$ cat src/rtl/ballot_unit.sv
// ballot_unit: voter-side front end for the vote-counting machine.
// Synchronises and debounces the candidate keypad, allows one vote per
// officer arming, rejects multi-key presses and drives a timed one-hot
// cand_out / vote_btn window.
// Optional: define BALLOT_TIMEOUT_EN to abandon an armed ballot after
// ARM_TIMEOUT cycles without a vote.
module ballot_unit #(
  parameter int DEBOUNCE_CYC = 4,
  parameter int HOLD_CYC     = 5,
  parameter int LOCKOUT_CYC  = 8,
  parameter int ARM_TIMEOUT  = 200
) (
  input  logic       clk,
  input  logic       reset,
  input  logic       officer_arm,
  input  logic [3:0] key,
  output logic [3:0] cand_out,
  output logic       vote_btn,
  output logic       armed,
  output logic       reject,
  output logic [7:0] ballots_cast,
  output logic       timeout
);

  typedef enum logic [2:0] {IDLE, RELEASE, ARMED, SEND, LOCKOUT} state_t;

  state_t     state, state_nx;
  logic [1:0] arm_sync;
  logic       arm_prev;
  logic [3:0] key_s1, key_s2, key_prev;
  logic [7:0] db_cnt, win_cnt;
  logic [3:0] cand_reg;
  logic       arm_edge, key_stable, one_hot, db_done, send_last;

  assign arm_edge   = arm_sync[1] & ~arm_prev;
  assign key_stable = (key_s2 != 4'd0) && (key_s2 == key_prev);
  assign one_hot    = (key_s2 != 4'd0) && ((key_s2 & (key_s2 - 4'd1)) == 4'd0);
  assign db_done    = (state == ARMED) && key_stable && (db_cnt == 8'(DEBOUNCE_CYC - 1));
  assign send_last  = (state == SEND) && (win_cnt == 8'(HOLD_CYC - 1));

  // Two-flop synchronisers plus one extra sample for edge / stability checks
  always_ff @(posedge clk or negedge reset) begin
    if (!reset) begin
      arm_sync <= '0;
      arm_prev <= 1'b0;
      key_s1   <= '0;
      key_s2   <= '0;
      key_prev <= '0;
    end else begin
      arm_sync <= {arm_sync[0], officer_arm};
      arm_prev <= arm_sync[1];
      key_s1   <= key;
      key_s2   <= key_s1;
      key_prev <= key_s2;
    end
  end

`ifdef BALLOT_TIMEOUT_EN
  logic [15:0] to_cnt;
  logic        to_hit;
  assign to_hit = ((state == RELEASE) || (state == ARMED)) &&
                  (to_cnt == 16'(ARM_TIMEOUT - 1)) && !db_done;

  // Arm-expiry counter: restarts on every entry to RELEASE
  always_ff @(posedge clk or negedge reset) begin
    if (!reset)                                    to_cnt <= '0;
    else if (state_nx == RELEASE && state != RELEASE) to_cnt <= '0;
    else if (state == RELEASE || state == ARMED)   to_cnt <= to_cnt + 16'd1;
    else                                           to_cnt <= '0;
  end
`endif

  // State register, debounce / window counters, latched vote and tally
  always_ff @(posedge clk or negedge reset) begin
    if (!reset) begin
      state        <= IDLE;
      db_cnt       <= '0;
      win_cnt      <= '0;
      cand_reg     <= '0;
      ballots_cast <= '0;
    end else begin
      state  <= state_nx;
      db_cnt <= (state == ARMED && key_stable) ? db_cnt + 8'd1 : 8'd0;
      if (state_nx != state || (state != SEND && state != LOCKOUT)) win_cnt <= '0;
      else                                                         win_cnt <= win_cnt + 8'd1;
      if (db_done && one_hot) cand_reg <= key_s2;
      // Tally lands on the last SEND cycle, so a reset inside the window loses it
      if (send_last && ballots_cast != 8'hFF) ballots_cast <= ballots_cast + 8'd1;
    end
  end

  // Next-state and outputs; outputs decode from the registered state only
  always_comb begin
    state_nx = state;
    cand_out = '0;
    vote_btn = 1'b0;
    armed    = 1'b0;
    reject   = 1'b0;
    timeout  = 1'b0;
    case (state)
      IDLE:    if (arm_edge) state_nx = RELEASE;
      RELEASE: begin
        armed = 1'b1;
        if (key_s2 == 4'd0) state_nx = ARMED;
      end
      ARMED: begin
        armed = 1'b1;
        if (db_done) begin
          if (one_hot) state_nx = SEND;
          else begin
            reject   = 1'b1;
            state_nx = RELEASE;
          end
        end
      end
      SEND: begin
        vote_btn = 1'b1;
        cand_out = cand_reg;
        if (send_last) state_nx = LOCKOUT;
      end
      LOCKOUT: if (win_cnt == 8'(LOCKOUT_CYC - 1)) state_nx = IDLE;
      default: state_nx = IDLE;
    endcase
`ifdef BALLOT_TIMEOUT_EN
    // A debounce completing on the expiry cycle takes priority (to_hit masks it)
    if (to_hit) begin
      timeout  = 1'b1;
      state_nx = IDLE;
    end
`endif
  end

endmodule

$ cat config.mk
export PLATFORM = sky130hd
export DESIGN_NAME = ballot_unit
export DESIGN_NICKNAME = d
export VERILOG_FILES = /design/src/rtl/ballot_unit.sv
export SDC_FILE = /design/constraint.sdc
export NUM_CORES = 1
export LEC_CHECK = 0
export ABC_CLOCK_PERIOD_IN_PS = 2700
export CORE_ASPECT_RATIO = 1.4
export CORE_MARGIN = 5
export CORE_UTILIZATION = 35
export CTS_CLUSTER_DIAMETER = 50
export DETAILED_ROUTE_END_ITERATION = 6
export GPL_TIMING_DRIVEN = 0
export PLACE_DENSITY = 0.56
export SETUP_SLACK_MARGIN = 0.05
export SLEW_MARGIN = 10
export SYNTH_ARGS = -nofsm -noshare
export SYNTH_HDL_FRONTEND = slang
export SYNTH_SLANG_ARGS = --single-unit
$ cat constraint.sdc
create_clock -name clk -period 2.7 [get_ports clk]
set_clock_uncertainty 0.1 [all_clocks]
set_input_delay 0.54 -clock clk [delete_from_list [all_inputs] [get_ports clk]]
set_output_delay 0.54 -clock clk [all_outputs]
set_load 0.1 [all_outputs]
# Word-level counts from Yosys, hierarchy flattened
# Index checks and enable logic that the tools add are counted.
# totals
in_bits	7
elab_cells	58
output_inout_bits	16
register_bits	46
# classes
n_bitwise	3
eq_ne	12
n_addsub	4
n_reduce_logical	14
muxes	15
# op_table
op	count
$add A8 B1 Y8 const B	3
$eq A8 B3 Y1 const B	2
$mux W8	2
$mux W3	5
$pmux W3 S5	1
$eq A8 B2 Y1 const B	1
$logic_and A1 B1 Y1	8
$logic_not A4 Y1	2
$ne A8 B8 Y1 const B	1
$eq A3 B2 Y1 const B	2
$mux W1	5
$and A4 B4 Y4	1
$eq A4 B4 Y1	1
$mux W4	1
$reduce_bool A4 Y1	1
$sub A4 B1 Y4 const B	1
$eq A3 B1 Y1 const B	1
$eq A3 B3 Y1 const B	1
$logic_not A3 Y1	1
$ne A3 B2 Y1 const B	1
$ne A3 B3 Y1	1
$ne A3 B3 Y1 const B	1
$mux W2	1
$reduce_or A2 Y1	1
other kinds (3)	3

# Depth between registers and ports, before layout
# Gate-level depths: netlist of the first run.
# depth
word_depth	10
mapped_depth	7
depth_no_buf	6

# Worst setup path after synthesis of the first run
# No wires, ideal clock.
# synth_path
path_kind	reg2reg
startpoint	register key_s2[3]
endpoint	register state[1]
slack_ps	-1893
required_ps	2301
synth_period_minus_slack_ps	4593
path_buffers	1
setup_ps	299
arrival_time_ps	4195
path_stages_with_launch	6
cell_sequence	dfrtp_1 > clkbuf_1 > xor2_1 > a211o_1 > nor4_1 > o32ai_1
# synth_between
elab_chain_len	7
word_cells_on_any_way	14
classes_between	add/sub: 1; eq/ne: 1; mux: 4; bitwise: 1; reduce/logical: 7
# synth_lines
item	line	source
start: declaration	30	logic [3:0] key_s1, key_s2, key_prev;
start signal: assignment	53	key_s2 <= key_s1;
$sub A4 B1 Y4	37	assign one_hot = (key_s2 != 4'd0) && ((key_s2 & (key_s2 - 4'd1)) == 4'd0);
$and A4 B4 Y4	37	
$logic_not A4 Y1	37	
$logic_and A1 B1 Y1	37	
$mux W2	109	if (one_hot) state_nx = SEND;
$mux W3	108	if (db_done) begin
$pmux W3 S5 (*)	100	case (state)
via state_nx[1]	27	state_t state, state_nx;
end signal: assignment	82	state <= state_nx;
end: declaration	27	
# Mark *: on every way through the listed nets, which the timed path passes. The rest lies on a longest branch.
# A chain may end at the register's enable or synchronous reset.

# Final worst setup path of the first run
# layout_path
startpoint	register key_s2[3]
endpoint	output port reject
# layout_between
elab_chain_len	7
word_cells_on_any_way	12
classes_between	add/sub: 1; eq/ne: 1; mux: 3; bitwise: 1; reduce/logical: 6
# layout_lines
item	line	source
$sub A4 B1 Y4	37	
$and A4 B4 Y4	37	
$logic_not A4 Y1	37	
$logic_and A1 B1 Y1	37	
$mux W1	109	
$mux W1 (*)	108	
$mux W1 (*)	100	
end: declaration	20	output logic reject,
# Mark *: on every way between the ends. The rest lies on a longest branch, timed or not.

==> flow_summary.yaml, run 1 <==
run_status:
  outcome: "complete, no violations"
synthesis:
  yosys_warnings: 0
  synth_compound_area_share_pct: 3.457
  syn_area_sq_mm: 0.001991
  dominant_combinational_cell_family_by_area_after_synthesis: "simple AND/OR/NAND/NOR gates"
  syn_area_per_cell_sq_um: 11.18
  netlist_top_cells_area: "sky130_fd_sc_hd__dfrtp_1, sky130_fd_sc_hd__xor2_1, sky130_fd_sc_hd__xnor2_1"
  asyncSetResetFlopFracSynth_pct: 100.0
  number_of_instances_in_the_synthesized_netlist: 178
  postSynthRegisterBits: 46
  synth_edf_count: 0
  synth_cell_types: 35
  yosys.area_share.xor_xnor_pct: 10.12
  yosys.area_share.adder_pct: 2.514
  synth_top_cell_by_area: "sky130_fd_sc_hd__dfrtp_1"
  muxShareOfSynthArea_pct: 3.394
  post_synth_and_or_nand_nor_area_fraction_pct: 20.18
  mappedNetlistNets: 189
  synth_largest_type_area_fraction_pct: 57.83
  yosysSeqAreaShare_pct: 57.83
  ys.flop_type: "sky130_fd_sc_hd__dfrtp_1"
setup_path:
  critPathLaunchType: "flop"
  r2r_start: "win_cnt[5]$_DFF_PN0_"
  path_class: "reg -> out"
  critPathTopFamily: "buffers and inverters"
  cp-end-kind: "output port"
  cp.required_ns: 2.06
  timing.critical_path.fanout_max: 6
  critical_path.cell_chain: "buf_6 -> xor2_1 -> a211o_1 -> nor4_4 -> buf_6"
  cp.arrival_ns: 1.91
  start_point_of_the_critical_path: "key_s2[3]$_DFF_PN0_"
  critical-path-max-stage-delay_ns: 0.40
  worst_path_max_delay_cell: "sky130_fd_sc_hd__dfrtp_1"
  crit_buf_inv: 2
  timing.critical_path.mode_cell: "sky130_fd_sc_hd__buf_6"
grt:
  grtUsageMet3_pct: 3.033
  grt_antenna_before_repair: 0
  first_global_vias: 1368
  grt_start_max_net_pins: 36
  grt_first_pass_wirelength_um: 6423
  grt_usage_pct: 11.18
  grtUsageMet1_pct: 13.34
  global_route.peak_usage_layer: "met2"
  grt_total_ovfl: 0
  global_route.usage.met2_pct: 18.44
cts:
  maximum_buffer_depth_of_the_clock_tree: 2
  clock_latency_ns: 0.31
  numClockSinks: 46
  tritoncts.num_buffers: 5
  cts.clk_slew.worst_paths_ns: 0.10
  tritoncts: "done"
  ctsRootBufferMaster: "sky130_fd_sc_hd__clkbuf_8"
  postCtsHoldBufs: 0
  cts.htree.levels: 2
placed_design:
  gpl.final_weighted_congestion: 0.7015
  place.port_buffers: 21
  place.detailed.instances: 268
  dp_hpwl_um: 2557
  placed_area_sq_mm: 0.002321
  post_placement_worst_setup_slack_ns: -0.5284
detailed_routing:
  routed_wl_um: 3583
  vias_per_cell: 4.845
  drt_first_pass_iters: 4
  dr.first_iter.drc_count: 46
  antenna_violating_nets_left: 0
  wl_per_cell_um: 12.89
  remaining_drc_errors: 0
  via_count: 1347
final_layout:
  final_cells: 278
  insertedDiodeCount: 0
  post_route_cells_drive_above_1_share_pct: 18.10
  area_growth_pct: 22.82
  design.final.nets: 220
  design_area_sq_mm: 0.002445
  largest_registers: "ballots_cast: 8 flops, db_cnt: 8 flops, win_cnt: 8 flops"
pwr:
  finalPower_mw: 1.534
  vdd.ir_drop.worst_v: 0.0003778
  powerDensity_mw_per_mm2: 627.5
  power.static_leakage_nw: 1.086
timing:
  finalSetupViolations: 0
  max_clock_freq_mhz: 392.6
  rsz0062_at_grt: "no"
  fin_hold_ws_ns: 0.009513
  report.final.slew_viol_count: 0
  final_worst_path_cycle_share_pct: 94.33
  tightestPinTransition_ns: 0.9652
  worst_slew_margin_rel_pct: 35.45
  fin_crit_ns: 2.547
  hold_viol: 0
  setup_ws_ns: 0.1531
floorplan:
  starting_density_of_the_core_pct: 36.03
  die_h_um: 99.24
  fp.dieW_um: 73.74
  dieArea_sq_mm: 0.007318
  pin_count: 23
  core_sq_mm: 0.005525
  num_rows: 32
job:
  cap_violations: 0
hold_path:
  hold_path.class: "in -> async"
==> what timing repair did <==
| item | in CTS | in global routing |
|---|---|---|
| setup buffers | 0 | 3 |
| gates resized for setup | 34 | 9 |
| endpoints found under the setup margin | 7 | 7 |
| pin swaps | 0 | 3 |
==> metrics by stage <==
step                      utilization, %   TNS [ns]
final                              44.25          0
after global routing               44.25          0
after CTS                          43.50          0
after detailed placement           42.01     -1.632
after global placement             41.73     -16.63
after floorplan                        -  -0.007554
==> cells in the mapped netlist, drive strengths merged, types with 5 or more instances <==
cell type / count
and2: 5
clkbuf: 5
dfrtp: 46
inv: 5
mux2: 6
nand2: 10
nand3: 10
nor2: 23
nor3: 6
xnor2: 10
xor2: 13
==> worst paths after layout <==
| kind | endpoint | slack [ns] | cells past startpoint |
|---|---|---|---|
| setup / recovery | reject | 0.15 | 5 |
| hold / removal | cand_reg[0]$_DFFE_PN0P_ | 0.01 | 1 |
| setup reg to reg | ballots_cast[1]$_DFFE_PN0P_ | 0.33 | 5 |
| hold reg to reg | key_s2[0]$_DFF_PN0_ | 0.26 | 0 |
| max in group asynchronous | db_cnt[1]$_DFF_PN0_ | 2.00 | 2 |
| min in group clk | key_s2[0]$_DFF_PN0_ | 0.26 | 0 |
==> power by group <==
part           internal, mW  leakage [nW]  switching (mW)
sequential            0.720         0.604          0.0321
clock                 0.194        0.0506           0.257
combinational        0.0967         0.431           0.235
==> layout make-up <==
cell class              count  area (sq um)
fillers                   544          3080
flip-flops and latches     46          1151
multi-input cells         121         819.5
repair buffers             25         240.2
well taps                  68         85.08
clock buffers               5         68.82
plain buffers               5         32.53
clock inverters             3         28.78
inverters                   5         18.77
==> cell families (layout without fill, tap and decap cells) <==
group	after synthesis	after routing
other	1	1
AND/OR/NAND/NOR	77	77
buffers and inverters	11	43
adder cells (fa/ha/maj)	4	4
AO/OA/AOI/OAI	10	10
flip-flops	46	46
XOR/XNOR	23	23
multiplexers	6	6
==> layout by cell type, fill, tap and decap left out, drive strengths merged, types with 4 or more instances in the layout <==
cell type,synthesis,layout
nand3,10,10
clkbuf,5,12
xnor2,10,10
nand2,10,10
nor2,23,23
nor3b,4,4
clkdlybuf4s50,0,13
mux2,6,6
inv,5,7
and2,5,5
nor3,6,6
nor4,4,4
dfrtp,46,46
xor2,13,13
ha,4,4
buf,1,8
==> layer usage <==
layer  part of all wire [%]  vias to the layer above
li1                       -                      666
met2                     51                       18
met5                      0                        -
met3                    4.0                        6
met1                     42                      657
met4                    2.3                        0
Note: power is estimated with default switching activity, not from simulation.
==> inputs of run 2 (changes only) <==
- CORE_UTILIZATION: 35 -> 55
- PLACE_DENSITY: 0.56 -> 0.81
==> run 2 against run 1 <==
Net effect: sequential power hardly changed; non-clock buffer count down 3; routed wire length rose by 0.28%; sequential cell count stayed put; largest power group unchanged; final area down 3.1%; critical endpoint is now ballots_cast[3]; power down 1.5%; critical path type unchanged; first-iteration DRC count shrank 2.2%; die area fell by 32%.
==> flow_summary.yaml, run 2 (synthesis gave the netlist of run 1 again) <==
setup_path:
  critical-path-max-stage-delay_ns: 1.18
  cp.required_ns: 2.06
  crit_buf_inv: 1
  critPathTopFamily: "buffers and inverters"
  critical_path_cell_count: 1
  cp-end-kind: "output port"
  critPathLaunchType: "flop"
  worst_case_reg_to_reg_path_depth: 5
  worst_path_max_delay_cell: "sky130_fd_sc_hd__clkdlybuf4s50_1"
  timing.critical_path.fanout_max: 5
  path_class: "reg -> out"
  cp.arrival_ns: 1.89
  critical_path.cell_chain: "clkdlybuf4s50_1"
cts:
  tritoncts: "done"
  tritoncts.num_buffers: 5
  postCtsHoldBufs: 0
  numClockSinks: 46
  maximum_buffer_depth_of_the_clock_tree: 2
  cts.clk_slew.worst_paths_ns: 0.08
  ctsRootBufferMaster: "sky130_fd_sc_hd__clkbuf_8"
  postCtsSetupBuffers: 0
  cts.htree.levels: 2
  clock_latency_ns: 0.29
job:
  cap_violations: 0
detailed_routing:
  via_count: 1378
  routed_wl_um: 3593
  wl_per_cell_um: 14.43
  vias_per_cell: 5.534
  drt_first_pass_iters: 4
  remaining_drc_errors: 0
  dr.first_iter.drc_count: 45
  antenna_violating_nets_left: 0
floorplan:
  die_h_um: 81.19
  starting_density_of_the_core_pct: 55.63
  fp.dieW_um: 60.85
  core_sq_mm: 0.003578
  pin_count: 23
  dieArea_sq_mm: 0.004940
  num_rows: 26
timing:
  fin_crit_ns: 2.534
  rsz0062_at_grt: "no"
  finalSetupViolations: 0
  final_worst_path_cycle_share_pct: 93.84
  tightestPinTransition_ns: 0.9852
  worst_slew_margin_rel_pct: 34.12
  setup_ws_ns: 0.1662
  max_clock_freq_mhz: 394.7
  report.final.slew_viol_count: 0
  hold_viol: 0
grt:
  grt_usage_pct: 17.12
  grt_first_pass_wirelength_um: 6423
  grt_antenna_before_repair: 0
  grt_total_ovfl: 0
  grt_start_max_net_pins: 34
  first_global_vias: 1457
pwr:
  total_switching_power_mw: 0.4962
  switching_share_pct: 32.85
  p_int_mw: 1.014
  p_clk_share_pct: 28.3
  power.static_leakage_nw: 1.068
  combinationalPowerShare_pct: 22.1
  powerDensity_mw_per_mm2: 637.8
  seq_power_share_pct: 49.6
  vdd.ir_drop.worst_v: 0.0006383
final_layout:
  design_area_sq_mm: 0.002369
  insertedDiodeCount: 0
  area_growth_pct: 18.98
  commonest_non_fill_non_tap_cell_in_the_layout: "sky130_fd_sc_hd__dfrtp_1"
  largest_registers: "ballots_cast: 8 flops, db_cnt: 8 flops, win_cnt: 8 flops"
  most-common-layout-cells: "sky130_fd_sc_hd__dfrtp_1, sky130_fd_sc_hd__nor2_1, sky130_fd_sc_hd__xor2_1, sky130_fd_sc_hd__clkdlybuf4s50_1"
  n_fill_cell: 282
  post_route_cells_drive_above_1_share_pct: 17.39
  design.final.nets: 217
placed_design:
  place.port_buffers: 21
  post_placement_worst_setup_slack_ns: -0.5019
  dp_hpwl_um: 2739
  placed_area_sq_mm: 0.002288
  gpl.final_weighted_congestion: 0.7493
run_status:
  outcome: "complete, no violations"
hold_path:
  hold_path.class: "in -> async"
==> run 2: path summary, 6_finish.rpt <==
path	start	end	slack, ns
max	ballots_cast[3]$_DFFE_PN0P_	ballots_cast[3]	0.17
min	reset	key_prev[1]$_DFF_PN0_	0.04
max reg2reg	key_s2[3]$_DFF_PN0_	cand_reg[3]$_DFFE_PN0P_	0.30
min reg2reg	key_s1[2]$_DFF_PN0_	key_s2[2]$_DFF_PN0_	0.26
max in group asynchronous	reset	win_cnt[4]$_DFF_PN0_	1.98
min in group clk	key_s1[2]$_DFF_PN0_	key_s2[2]$_DFF_PN0_	0.26
==> run 2: final cells by class <==
type                    count  area, sq um  share of cell area, %
flip-flops and latches     46         1151                  48.60
multi-input cells         121        818.3                  34.55
repair buffers             22        206.4                  8.716
clock buffers               6        82.58                  3.487
well taps                  42        52.55                  2.219
plain buffers               5        26.28                  1.109
inverters                   5        18.77                 0.7924
clock inverters             2        12.51                 0.5283
==> run 2: layer usage <==
layer / global-route usage, % / vias to the layer above / part of all wire [%]
li1: - / 663 / -
met1: 20.44 / 692 / 41
met2: 29.23 / 19 / 55
met3: 3.021 / 4 / 3.0
met4: 8.026 / 0 / 1.6
met5: 0 / - / 0
==> run 2: repair_timing <==
item,4_1_cts,5_1_grt
resized for setup,32,12
setup endpoints to repair,7,11
pin swaps,0,1
==> run 2: per-stage QoR <==
stage	power [mW]	instances	setup TNS [ns]	hold WS (ns)	utilization, %
after CTS	1.536	250	0	0.03737	66.12
after global routing	1.582	249	0	0.05127	66.19
final	1.511	249	0	0.03856	66.19
after detailed placement	1.115	242	-1.681	0.2385	63.95
after floorplan	1.017	178	-0.007554	0.1444	-
after global placement	1.094	241	-7.467	0.2340	63.53
==> run 2: power groups by stage <==
| stage | Combinational [mW] | Sequential [mW] | Clock [mW] |
|---|---|---|---|
| 2_1_floorplan | 0.269 | 0.747 | 0 |
| 3_3_place_gp | 0.345 | 0.749 | 0 |
| 3_5_place_dp | 0.363 | 0.751 | 0 |
| 4_1_cts | 0.357 | 0.737 | 0.442 |
| 5_1_grt | 0.357 | 0.753 | 0.471 |
| 6_report | 0.334 | 0.749 | 0.428 |
==> inputs of run 3 (changes only) <==
- CORE_MARGIN: 5 -> not set
- SLEW_MARGIN: 10 -> 20
==> run 3 against run 2 <==
Net effect: routed wire length is 4.0% higher; sequential share of layout area down 0.68 points; non-clock buffer count up 1; critical path type unchanged; setup slack worse by 0.054 ns; die area down 22%; core utilization up 4.3 points; worst hold slack better by 0.067 ns; global-route usage increased by 6.4 points; maximum frequency shrank 2.1%; first-iteration DRC count stayed put.
==> flow_summary.yaml, run 3 (synthesis gave the netlist of run 1 again) <==
run_status:
  outcome: "complete, no violations"
cts:
  tritoncts: "done"
  numClockSinks: 46
  clock_latency_ns: 0.31
  cts.htree.levels: 2
  maximum_buffer_depth_of_the_clock_tree: 2
  tritoncts.num_buffers: 5
  cts.clk_slew.worst_paths_ns: 0.09
  ctsRootBufferMaster: "sky130_fd_sc_hd__clkbuf_8"
setup_path:
  cp-end-kind: "output port"
  worst_path_max_delay_cell: "sky130_fd_sc_hd__dfrtp_1"
  timing.critical_path.fanout_max: 8
  critical_path.cell_chain: "xor2_1 -> a211o_1 -> nor4_4 -> buf_6"
  critical-path-max-stage-delay_ns: 0.48
  critPathLaunchType: "flop"
  cp.required_ns: 2.06
  cp.arrival_ns: 1.95
  path_class: "reg -> out"
floorplan:
  num_rows: 25
  dieArea_sq_mm: 0.003867
  pin_count: 23
  core_sq_mm: 0.003410
  fp.dieW_um: 52.85
  starting_density_of_the_core_pct: 58.39
  die_h_um: 73.19
placed_design:
  gpl.final_weighted_congestion: 0.7637
  placed_area_sq_mm: 0.002293
  place.port_buffers: 21
  place.detailed.instances: 240
  dp_hpwl_um: 2634
detailed_routing:
  via_count: 1384
  antenna_violating_nets_left: 0
  remaining_drc_errors: 0
  drt_first_pass_iters: 4
  vias_per_cell: 5.581
  dr.first_iter.drc_count: 45
  wl_per_cell_um: 15.07
  routed_wl_um: 3737
final_layout:
  most-common-layout-cells: "sky130_fd_sc_hd__dfrtp_1, sky130_fd_sc_hd__nor2_1, sky130_fd_sc_hd__xor2_1, sky130_fd_sc_hd__clkdlybuf4s50_1"
  design_area_sq_mm: 0.002402
  commonest_non_fill_non_tap_cell_in_the_layout: "sky130_fd_sc_hd__dfrtp_1"
  area_growth_pct: 20.68
  design.final.nets: 218
  final_cells: 248
  final_util_pct: 70.46
  insertedDiodeCount: 0
  post_route_cells_drive_above_1_share_pct: 17.31
  largest_registers: "ballots_cast: 8 flops, db_cnt: 8 flops, win_cnt: 8 flops"
timing:
  rsz0062_at_grt: "yes"
  worst_slew_margin_rel_pct: 33.76
  max_clock_freq_mhz: 386.4
  tightestPinTransition_ns: 0.9905
  fin_crit_ns: 2.588
  fin_hold_ws_ns: 0.1060
  finalSetupViolations: 0
  finalSetupTns_ns: 0
  final_worst_path_cycle_share_pct: 95.84
  hold_viol: 0
  report.final.slew_viol_count: 0
grt:
  grt_antenna_before_repair: 0
  grt_start_max_net_pins: 25
  first_global_vias: 1460
  grt_total_ovfl: 0
  grt_usage_pct: 23.53
  grt_first_pass_wirelength_um: 6368
pwr:
  powerDensity_mw_per_mm2: 673.3
  p_int_mw: 1.092
  power.static_leakage_nw: 1.083
  p_clk_share_pct: 32.9
  switching_share_pct: 32.48
  total_switching_power_mw: 0.5254
  vdd.ir_drop.worst_v: 0.0006354
  combinationalPowerShare_pct: 21.5
  seq_power_share_pct: 45.6
job:
  cap_violations: 0
hold_path:
  hold_path.class: "in -> async"
[run 3: per-layer routing]
layer  vias to the layer above  share of wire (%)  GRT usage, %
met4                         0                2.9         14.33
met1                       676                 42         28.47
met5                         -                  0             0
met2                        33                 51         36.71
met3                        13                4.0         6.458
li1                        662                  -             -
[run 3: timing repair]
action / in CTS / in global routing
hold buffers: 0 / 0
endpoints found under the setup margin: 7 / 11
resized for setup: 32 / 9
pin swaps: 0 / 2
setup buffers: 0 / 1
[run 3: layout make-up]
cell class | count | area, sq um
multi-input combinational | 121 | 819.5
buffer | 5 | 25.02
fill | 265 | 1007
clock inverter | 3 | 47.55
tap | 40 | 50.05
inverter | 5 | 18.77
sequential | 46 | 1151
timing repair buffer | 23 | 221.5
clock buffer | 5 | 68.82
[run 3: per-stage QoR]
stage	power [mW]	setup slack, ns
final	1.618	0.1122
after global routing	1.684	-0.01469
after CTS	1.634	0.03999
after detailed placement	1.110	-0.5346
after global placement	1.090	-0.4827
after floorplan	1.017	-0.007554
[run 3: final timing paths]
check / from / endpoint / slack, ns / depth (start not counted)
setup / recovery: key_s2[3]$_DFF_PN0_ / reject / 0.11 / 4
hold / removal: reset / cand_reg[0]$_DFFE_PN0P_ / 0.11 / 1
setup reg to reg: win_cnt[5]$_DFF_PN0_ / ballots_cast[1]$_DFFE_PN0P_ / 0.30 / 5
hold reg to reg: arm_sync[0]$_DFF_PN0_ / arm_sync[1]$_DFF_PN0_ / 0.25 / 0
max in group asynchronous: reset / ballots_cast[0]$_DFFE_PN0P_ / 1.89 / 2
min in group clk: arm_sync[0]$_DFF_PN0_ / arm_sync[1]$_DFF_PN0_ / 0.25 / 0
[run 3: worst max-delay path, delay by kind of cell (launching register included)]
family	cells	cell delay, ns
DFF	1	0.48
AOI/OAI and AO/OA	1	0.35
and+or+nand+nor	1	0.34
buffers and inverters	1	0.27
xor gates and xnor gates	1	0.20
[run 3: power groups by stage]
stage	clock (mW)	sequential, mW	combinational, mW
after floorplan	0	0.747	0.269
after global placement	0	0.749	0.342
after detailed placement	0	0.750	0.360
after CTS	0.543	0.737	0.354
after global routing	0.566	0.742	0.376
final	0.532	0.738	0.348
